[src/rtl/bcp_check_if.sv]
// bcp_check_if: clause-in / classification-out bundle for bcp_check.
// master drives the clause inputs; slave is the checker side.
interface bcp_check_if #(
  parameter int unsigned CNT_W = 16
);
  logic             in_valid;
  logic [3:0]       lit_present;
  logic [3:0]       clause_assign;
  logic [3:0]       clause_sat;
  logic [3:0]       unit_clause;
  logic [1:0]       unit_index;
  logic             satisfied;
  logic             conflict;
  logic             unresolved;
  logic             illegal;
  logic             out_valid;
  logic [CNT_W-1:0] unit_cnt;
  logic [CNT_W-1:0] conflict_cnt;

  modport master (
    output in_valid, lit_present, clause_assign, clause_sat,
    input  unit_clause, unit_index, satisfied, conflict, unresolved, illegal,
    input  out_valid, unit_cnt, conflict_cnt
  );

  modport slave (
    input  in_valid, lit_present, clause_assign, clause_sat,
    output unit_clause, unit_index, satisfied, conflict, unresolved, illegal,
    output out_valid, unit_cnt, conflict_cnt
  );
endinterface

[src/rtl/bcp_check.sv]
// bcp_check: classifies one 4-literal clause per cycle as satisfied, conflict,
// unit or unresolved for boolean constraint propagation. Registered outputs,
// latency 1, no backpressure.
// Optional statistics counters are built when BCP_CHECK_STATS_EN is defined;
// otherwise unit_cnt/conflict_cnt are tied to 0.
// The interface CNT_W must match this module's CNT_W.
module bcp_check #(
  parameter int unsigned NUM_LITS = 4,
  parameter int unsigned CNT_W    = 16
) (
  input  logic          i_clk,
  input  logic          i_rst,
  bcp_check_if.slave    bus
);

  logic [3:0] w_true;
  logic [3:0] w_free;
  logic [2:0] w_free_cnt;
  logic [1:0] w_free_idx;
  logic       w_any_true;
  logic       w_illegal;
  logic       w_unit;
  logic       w_conflict;
  logic       w_unresolved;

  logic [3:0] r_unit_clause;
  logic [1:0] r_unit_index;
  logic       r_satisfied;
  logic       r_conflict;
  logic       r_unresolved;
  logic       r_illegal;
  logic       r_out_valid;

  // Per-literal evaluation; absent slots contribute nothing. A literal that is
  // both assigned-false and sat counts as true (and is flagged illegal).
  always_comb begin
    w_true     = bus.lit_present & bus.clause_sat;
    w_free     = bus.lit_present & ~bus.clause_assign & ~bus.clause_sat;
    w_illegal  = |(bus.lit_present & bus.clause_assign & bus.clause_sat);
    w_any_true = |w_true;
    w_free_cnt = 3'd0;
    w_free_idx = 2'd0;
    for (int i = 0; i < NUM_LITS; i++) begin
      w_free_cnt = w_free_cnt + 3'(w_free[i]);
      if (w_free[i]) w_free_idx = 2'(i);
    end
    w_unit       = !w_any_true && (w_free_cnt == 3'd1);
    w_conflict   = !w_any_true && (w_free_cnt == 3'd0);
    w_unresolved = !w_any_true && (w_free_cnt >= 3'd2);
  end

  // Result registers: load on in_valid, hold otherwise; reset wins.
  always_ff @(posedge i_clk) begin
    if (i_rst) begin
      r_unit_clause <= 4'd0;
      r_unit_index  <= 2'd0;
      r_satisfied   <= 1'b0;
      r_conflict    <= 1'b0;
      r_unresolved  <= 1'b0;
      r_illegal     <= 1'b0;
      r_out_valid   <= 1'b0;
    end else begin
      r_out_valid <= bus.in_valid;
      if (bus.in_valid) begin
        r_unit_clause <= w_unit ? w_free : 4'd0;
        r_unit_index  <= w_unit ? w_free_idx : 2'd0;
        r_satisfied   <= w_any_true;
        r_conflict    <= w_conflict;
        r_unresolved  <= w_unresolved;
        r_illegal     <= w_illegal;
      end
    end
  end

  assign bus.unit_clause = r_unit_clause;
  assign bus.unit_index  = r_unit_index;
  assign bus.satisfied   = r_satisfied;
  assign bus.conflict    = r_conflict;
  assign bus.unresolved  = r_unresolved;
  assign bus.illegal     = r_illegal;
  assign bus.out_valid   = r_out_valid;

`ifdef BCP_CHECK_STATS_EN
  logic [CNT_W-1:0] r_unit_cnt;
  logic [CNT_W-1:0] r_conflict_cnt;

  // Saturating event counters for unit and conflict results.
  always_ff @(posedge i_clk) begin
    if (i_rst) begin
      r_unit_cnt     <= '0;
      r_conflict_cnt <= '0;
    end else if (bus.in_valid) begin
      if (w_unit && !(&r_unit_cnt))         r_unit_cnt     <= r_unit_cnt + 1'b1;
      if (w_conflict && !(&r_conflict_cnt)) r_conflict_cnt <= r_conflict_cnt + 1'b1;
    end
  end

  assign bus.unit_cnt     = r_unit_cnt;
  assign bus.conflict_cnt = r_conflict_cnt;
`else
  assign bus.unit_cnt     = {CNT_W{1'b0}};
  assign bus.conflict_cnt = {CNT_W{1'b0}};
`endif

endmodule

[src/flat_wrapper.sv]
// flat-port wrapper written by rule: the top's interface ports become plain ports
module bcp_check_flat 
#(
  parameter int unsigned NUM_LITS = 4,
  parameter int unsigned CNT_W    = 16
)
  (i_clk, i_rst, bus_in_valid, bus_lit_present, bus_clause_assign, bus_clause_sat, bus_unit_clause, bus_unit_index, bus_satisfied, bus_conflict, bus_unresolved, bus_illegal, bus_out_valid, bus_unit_cnt, bus_conflict_cnt);
  bcp_check_if #(.CNT_W(CNT_W)) bus_i ();
  input  logic i_clk;
  input  logic i_rst;
  input wire logic [$bits(bus_i.in_valid)-1:0] bus_in_valid;
  input wire logic [$bits(bus_i.lit_present)-1:0] bus_lit_present;
  input wire logic [$bits(bus_i.clause_assign)-1:0] bus_clause_assign;
  input wire logic [$bits(bus_i.clause_sat)-1:0] bus_clause_sat;
  output wire logic [$bits(bus_i.unit_clause)-1:0] bus_unit_clause;
  output wire logic [$bits(bus_i.unit_index)-1:0] bus_unit_index;
  output wire logic [$bits(bus_i.satisfied)-1:0] bus_satisfied;
  output wire logic [$bits(bus_i.conflict)-1:0] bus_conflict;
  output wire logic [$bits(bus_i.unresolved)-1:0] bus_unresolved;
  output wire logic [$bits(bus_i.illegal)-1:0] bus_illegal;
  output wire logic [$bits(bus_i.out_valid)-1:0] bus_out_valid;
  output wire logic [$bits(bus_i.unit_cnt)-1:0] bus_unit_cnt;
  output wire logic [$bits(bus_i.conflict_cnt)-1:0] bus_conflict_cnt;
  assign bus_i.in_valid = bus_in_valid;
  assign bus_i.lit_present = bus_lit_present;
  assign bus_i.clause_assign = bus_clause_assign;
  assign bus_i.clause_sat = bus_clause_sat;
  assign bus_unit_clause = bus_i.unit_clause;
  assign bus_unit_index = bus_i.unit_index;
  assign bus_satisfied = bus_i.satisfied;
  assign bus_conflict = bus_i.conflict;
  assign bus_unresolved = bus_i.unresolved;
  assign bus_illegal = bus_i.illegal;
  assign bus_out_valid = bus_i.out_valid;
  assign bus_unit_cnt = bus_i.unit_cnt;
  assign bus_conflict_cnt = bus_i.conflict_cnt;
  bcp_check #(.NUM_LITS(NUM_LITS), .CNT_W(CNT_W)) u_core (.i_clk(i_clk), .i_rst(i_rst), .bus(bus_i));
endmodule
[config.mk]
export PLATFORM = sky130hd
export DESIGN_NAME = bcp_check_flat
export DESIGN_NICKNAME = d
export VERILOG_FILES = /design/src/rtl/bcp_check_if.sv /design/src/rtl/bcp_check.sv /design/src/flat_wrapper.sv
export SDC_FILE = /design/constraint.sdc
export NUM_CORES = 1
export LEC_CHECK = 0
export CAP_MARGIN = 20
export CORE_ASPECT_RATIO = 1.1
export CORE_MARGIN = 1.5
export CORE_UTILIZATION = 37
export CTS_BUF_LIST = sky130_fd_sc_hd__clkbuf_4 sky130_fd_sc_hd__clkbuf_8 sky130_fd_sc_hd__clkbuf_16
export CTS_CLUSTER_DIAMETER = 80
export CTS_CLUSTER_SIZE = 24
export DETAILED_ROUTE_END_ITERATION = 12
export PLACE_DENSITY = 0.95
export RECOVER_POWER = 50
export SYNTH_ARGS = -nofsm -noshare
export SYNTH_HDL_FRONTEND = slang
export SYNTH_SLANG_ARGS = --single-unit
[constraint.sdc]
create_clock -name i_clk -period 6.3 [get_ports i_clk]
set_input_delay 1.575 -clock i_clk [delete_from_list [all_inputs] [get_ports i_clk]]
set_output_delay 1.575 -clock i_clk [all_outputs]
set_load 0.005 [all_outputs]
==> results.json <==
{
  "status": "completed",
  "core_area_um2": 2020,
  "tightest_slew_ns": 0.561,
  "cts_sinks": 11,
  "initialDrtViolationCount": 18,
  "num_rows": 17,
  "cts_tree": "done",
  "slew_viol_final": 0,
  "final_cell_area_um2": 987,
  "syn2layout_area_growth_pct": 22.7,
  "cts_resized": 0,
  "cts_hold_buf": 0,
  "grt_pass1_vias": 613,
  "clk_pin_slew_ns": 0.07,
  "worst_setup_path_start_kind": "input port",
  "wirelength_met1_um": 634,
  "syn_area_um2": 805,
  "cts_buffers": 3,
  "cp_max_fo": 5,
  "hold_path_class": "flop to flop",
  "synth.distinct_cells": 26,
  "antenna-diode-count": 0,
  "top_layer": "met4",
  "setup_viol": 0,
  "ir_drop_v": 0.000121,
  "required_ns": 6.47,
  "syn-instance-count": 97,
  "antenna_found_initial": 0,
  "report.final.hold_viol_count": 0,
  "detailroute.wirelength.met2_um": 779,
  "clk_latency_ns": 0.26,
  "die_y_um": 51.9,
  "drive_gt1_share_pct": 5.69,
  "pwr_density_cell_nw_per_um2": 160,
  "vias_per_cell": 4.47,
  "grt_pass1_wl_um": 2430,
  "placed_area_um2": 957,
  "fmax_mhz": 239,
  "die_area_um2": 2460,
  "yosysWarnings": 0,
  "period_minus_slack_ns": 4.19,
  "drtPass1Iterations": 4,
  "wl_per_cell_um": 10.6,
  "tns_ns": 0,
  "ioPinCount": 58,
  "hpwlAfterDp_um": 1290,
  "start_util_pct": 39.8,
  "port_buffers": 25,
  "grt_max_degree": 10,
  "syn-mean-instance-area_um2": 8.29,
  "seq_area_frac_synth_pct": 27.4,
  "grt_use_total_pct": 14.3,
  "drc": 0,
  "cap_violations": 0,
  "gp_congestion": 0.894,
  "drt-total-wl_um": 1600,
  "ant_nets": 0,
  "grt.overflow.total": 0,
  "clockBufferDepth": 2,
  "fin_skew_ns": 0,
  "endpoint_kind": "flop",
  "root_buffer": "clkbuf_4",
  "fp.dieW_um": 47.5,
  "synth-seq-cells": 11,
  "htreeDepth": 1,
  "critical_path_arrival_ns": 4.36,
  "post-route-util_pct": 48.9,
  "vias": 675,
  "rsz0062_at_grt": "no",
  "critical_path_class": "input port to flop",
  "worst_hold_slack_ns": 0.472,
  "post_cts_buffers": 0,
  "min_period_over_period_pct": 66.5,
  "wl_met3_um": 168,
  "finish.net_count": 143,
  "slew_headroom_pct": 62.5,
  "power_leakage_nw": 0.474
}
==> area by class of cell <==
| class | instances | area [um^2] |
|---|---|---|
| Timing Repair Buffer | 25 | 250 |
| Clock buffer | 4 | 30.0 |
| Tap cell | 28 | 35.0 |
| Multi-Input combinational cell | 77 | 429 |
| Inverter | 6 | 22.5 |
| Fill cell | 220 | 1030 |
| Sequential cell | 11 | 220 |
==> power by group <==
part | switching [W] | internal [W]
Clock | 0.0000224 | 0.0000288
Sequential | 0.000000846 | 0.0000716
Combinational | 0.0000174 | 0.0000165
Total | 0.0000407 | 0.000117
==> metal layers <==
layer	vias up	track usage, %
li1	319	-
met1	311	15.2
met2	43	24.3
met3	2	4.51
met4	0	6.94
met5	-	0
==> cells in the final DEF (no fill, tap or decap), types with 3 or more instances in the layout <==
cell type,count
conb_1,32
clkdlybuf4s50_1,15
dfxtp_1,11
dlygate4sd3_1,10
inv_1,6
nand2_1,6
nor2_1,5
nor3b_1,4
o21ai_0,4
clkbuf_4,4
a31oi_1,3
and3_1,3
ha_1,3
==> cell families after synthesis <==
kind of cell | count (synthesis) | synth area share (%)
compound gates | 14 | 12.8
fa+ha+maj | 4 | 7.15
buf+inv | 40 | 33.7
flops | 11 | 27.4
other cells | 1 | 0.466
simple gates | 27 | 18.5
==> state kept, by name, summed over array words and instances (netlist names) <==
register	cells
u_core.bus.unit_clause	4
u_core.bus.unit_index	2
u_core.bus.conflict	1
u_core.bus.illegal	1
u_core.bus.out_valid	1
u_core.bus.satisfied	1
u_core.bus.unresolved	1
==> critical path, stage by stage <==
cell	delay [ns]
clkdlybuf4s50_1	0.51
nor3b_1	0.40
ha_1	0.33
fa_1	0.40
inv_1	0.08
ha_1	0.25
nor3b_1	0.29
nand4_1	0.27
o41ai_2	0.26
==> synth_stat cells (all sizes together) <==
cell     n  area, um^2
a22o     1        8.76
o21ai    4        20.0
nor2     5        18.8
o41ai    1        16.3
nor2b    2        12.5
clkbuf   1        3.75
nor3b    4        30.0
and3     3        18.8
ha       3        37.5
buf     33         245
nor3     2        10.0
a31oi    3        18.8
conb     1        3.75
nor4     2        12.5
nand2    6        22.5
a21o     1        7.51
dfxtp   11         220
a222oi   1        10.0
a211oi   1        7.51
fa       1        20.0
or3b     2        17.5
inv      6        22.5
a311oi   1        8.76
nand4    1        6.26
a21oi    1        5.00
==> per-stage QoR <==
step / setup WS (ns) / std cells / total power (W)
floorplan: 2.74 / 128 / 0.000106
CTS: 2.16 / 151 / 0.000160
global route: 2.00 / 151 / 0.000169
detailed placement: 1.89 / 147 / 0.000108
finish: 2.11 / 151 / 0.000158
global placement: 2.10 / 147 / 0.000107
==> worst paths after layout <==
kind / start / to / slack [ns] / cells after the start
hold reg to reg: u_core.bus.unit_clause[0]$_SDFFE_PP0P_ / u_core.bus.unit_clause[0]$_SDFFE_PP0P_ / 0.47 / 2
setup / recovery: bus_lit_present[1] / u_core.bus.unit_clause[0]$_SDFFE_PP0P_ / 2.11 / 9
hold / removal: u_core.bus.unit_clause[0]$_SDFFE_PP0P_ / u_core.bus.unit_clause[0]$_SDFFE_PP0P_ / 0.47 / 2
setup reg to reg: u_core.bus.unit_index[0]$_SDFFE_PP0P_ / u_core.bus.unit_index[0]$_SDFFE_PP0P_ / 5.23 / 3
Note: power is estimated with default switching activity, not from simulation.
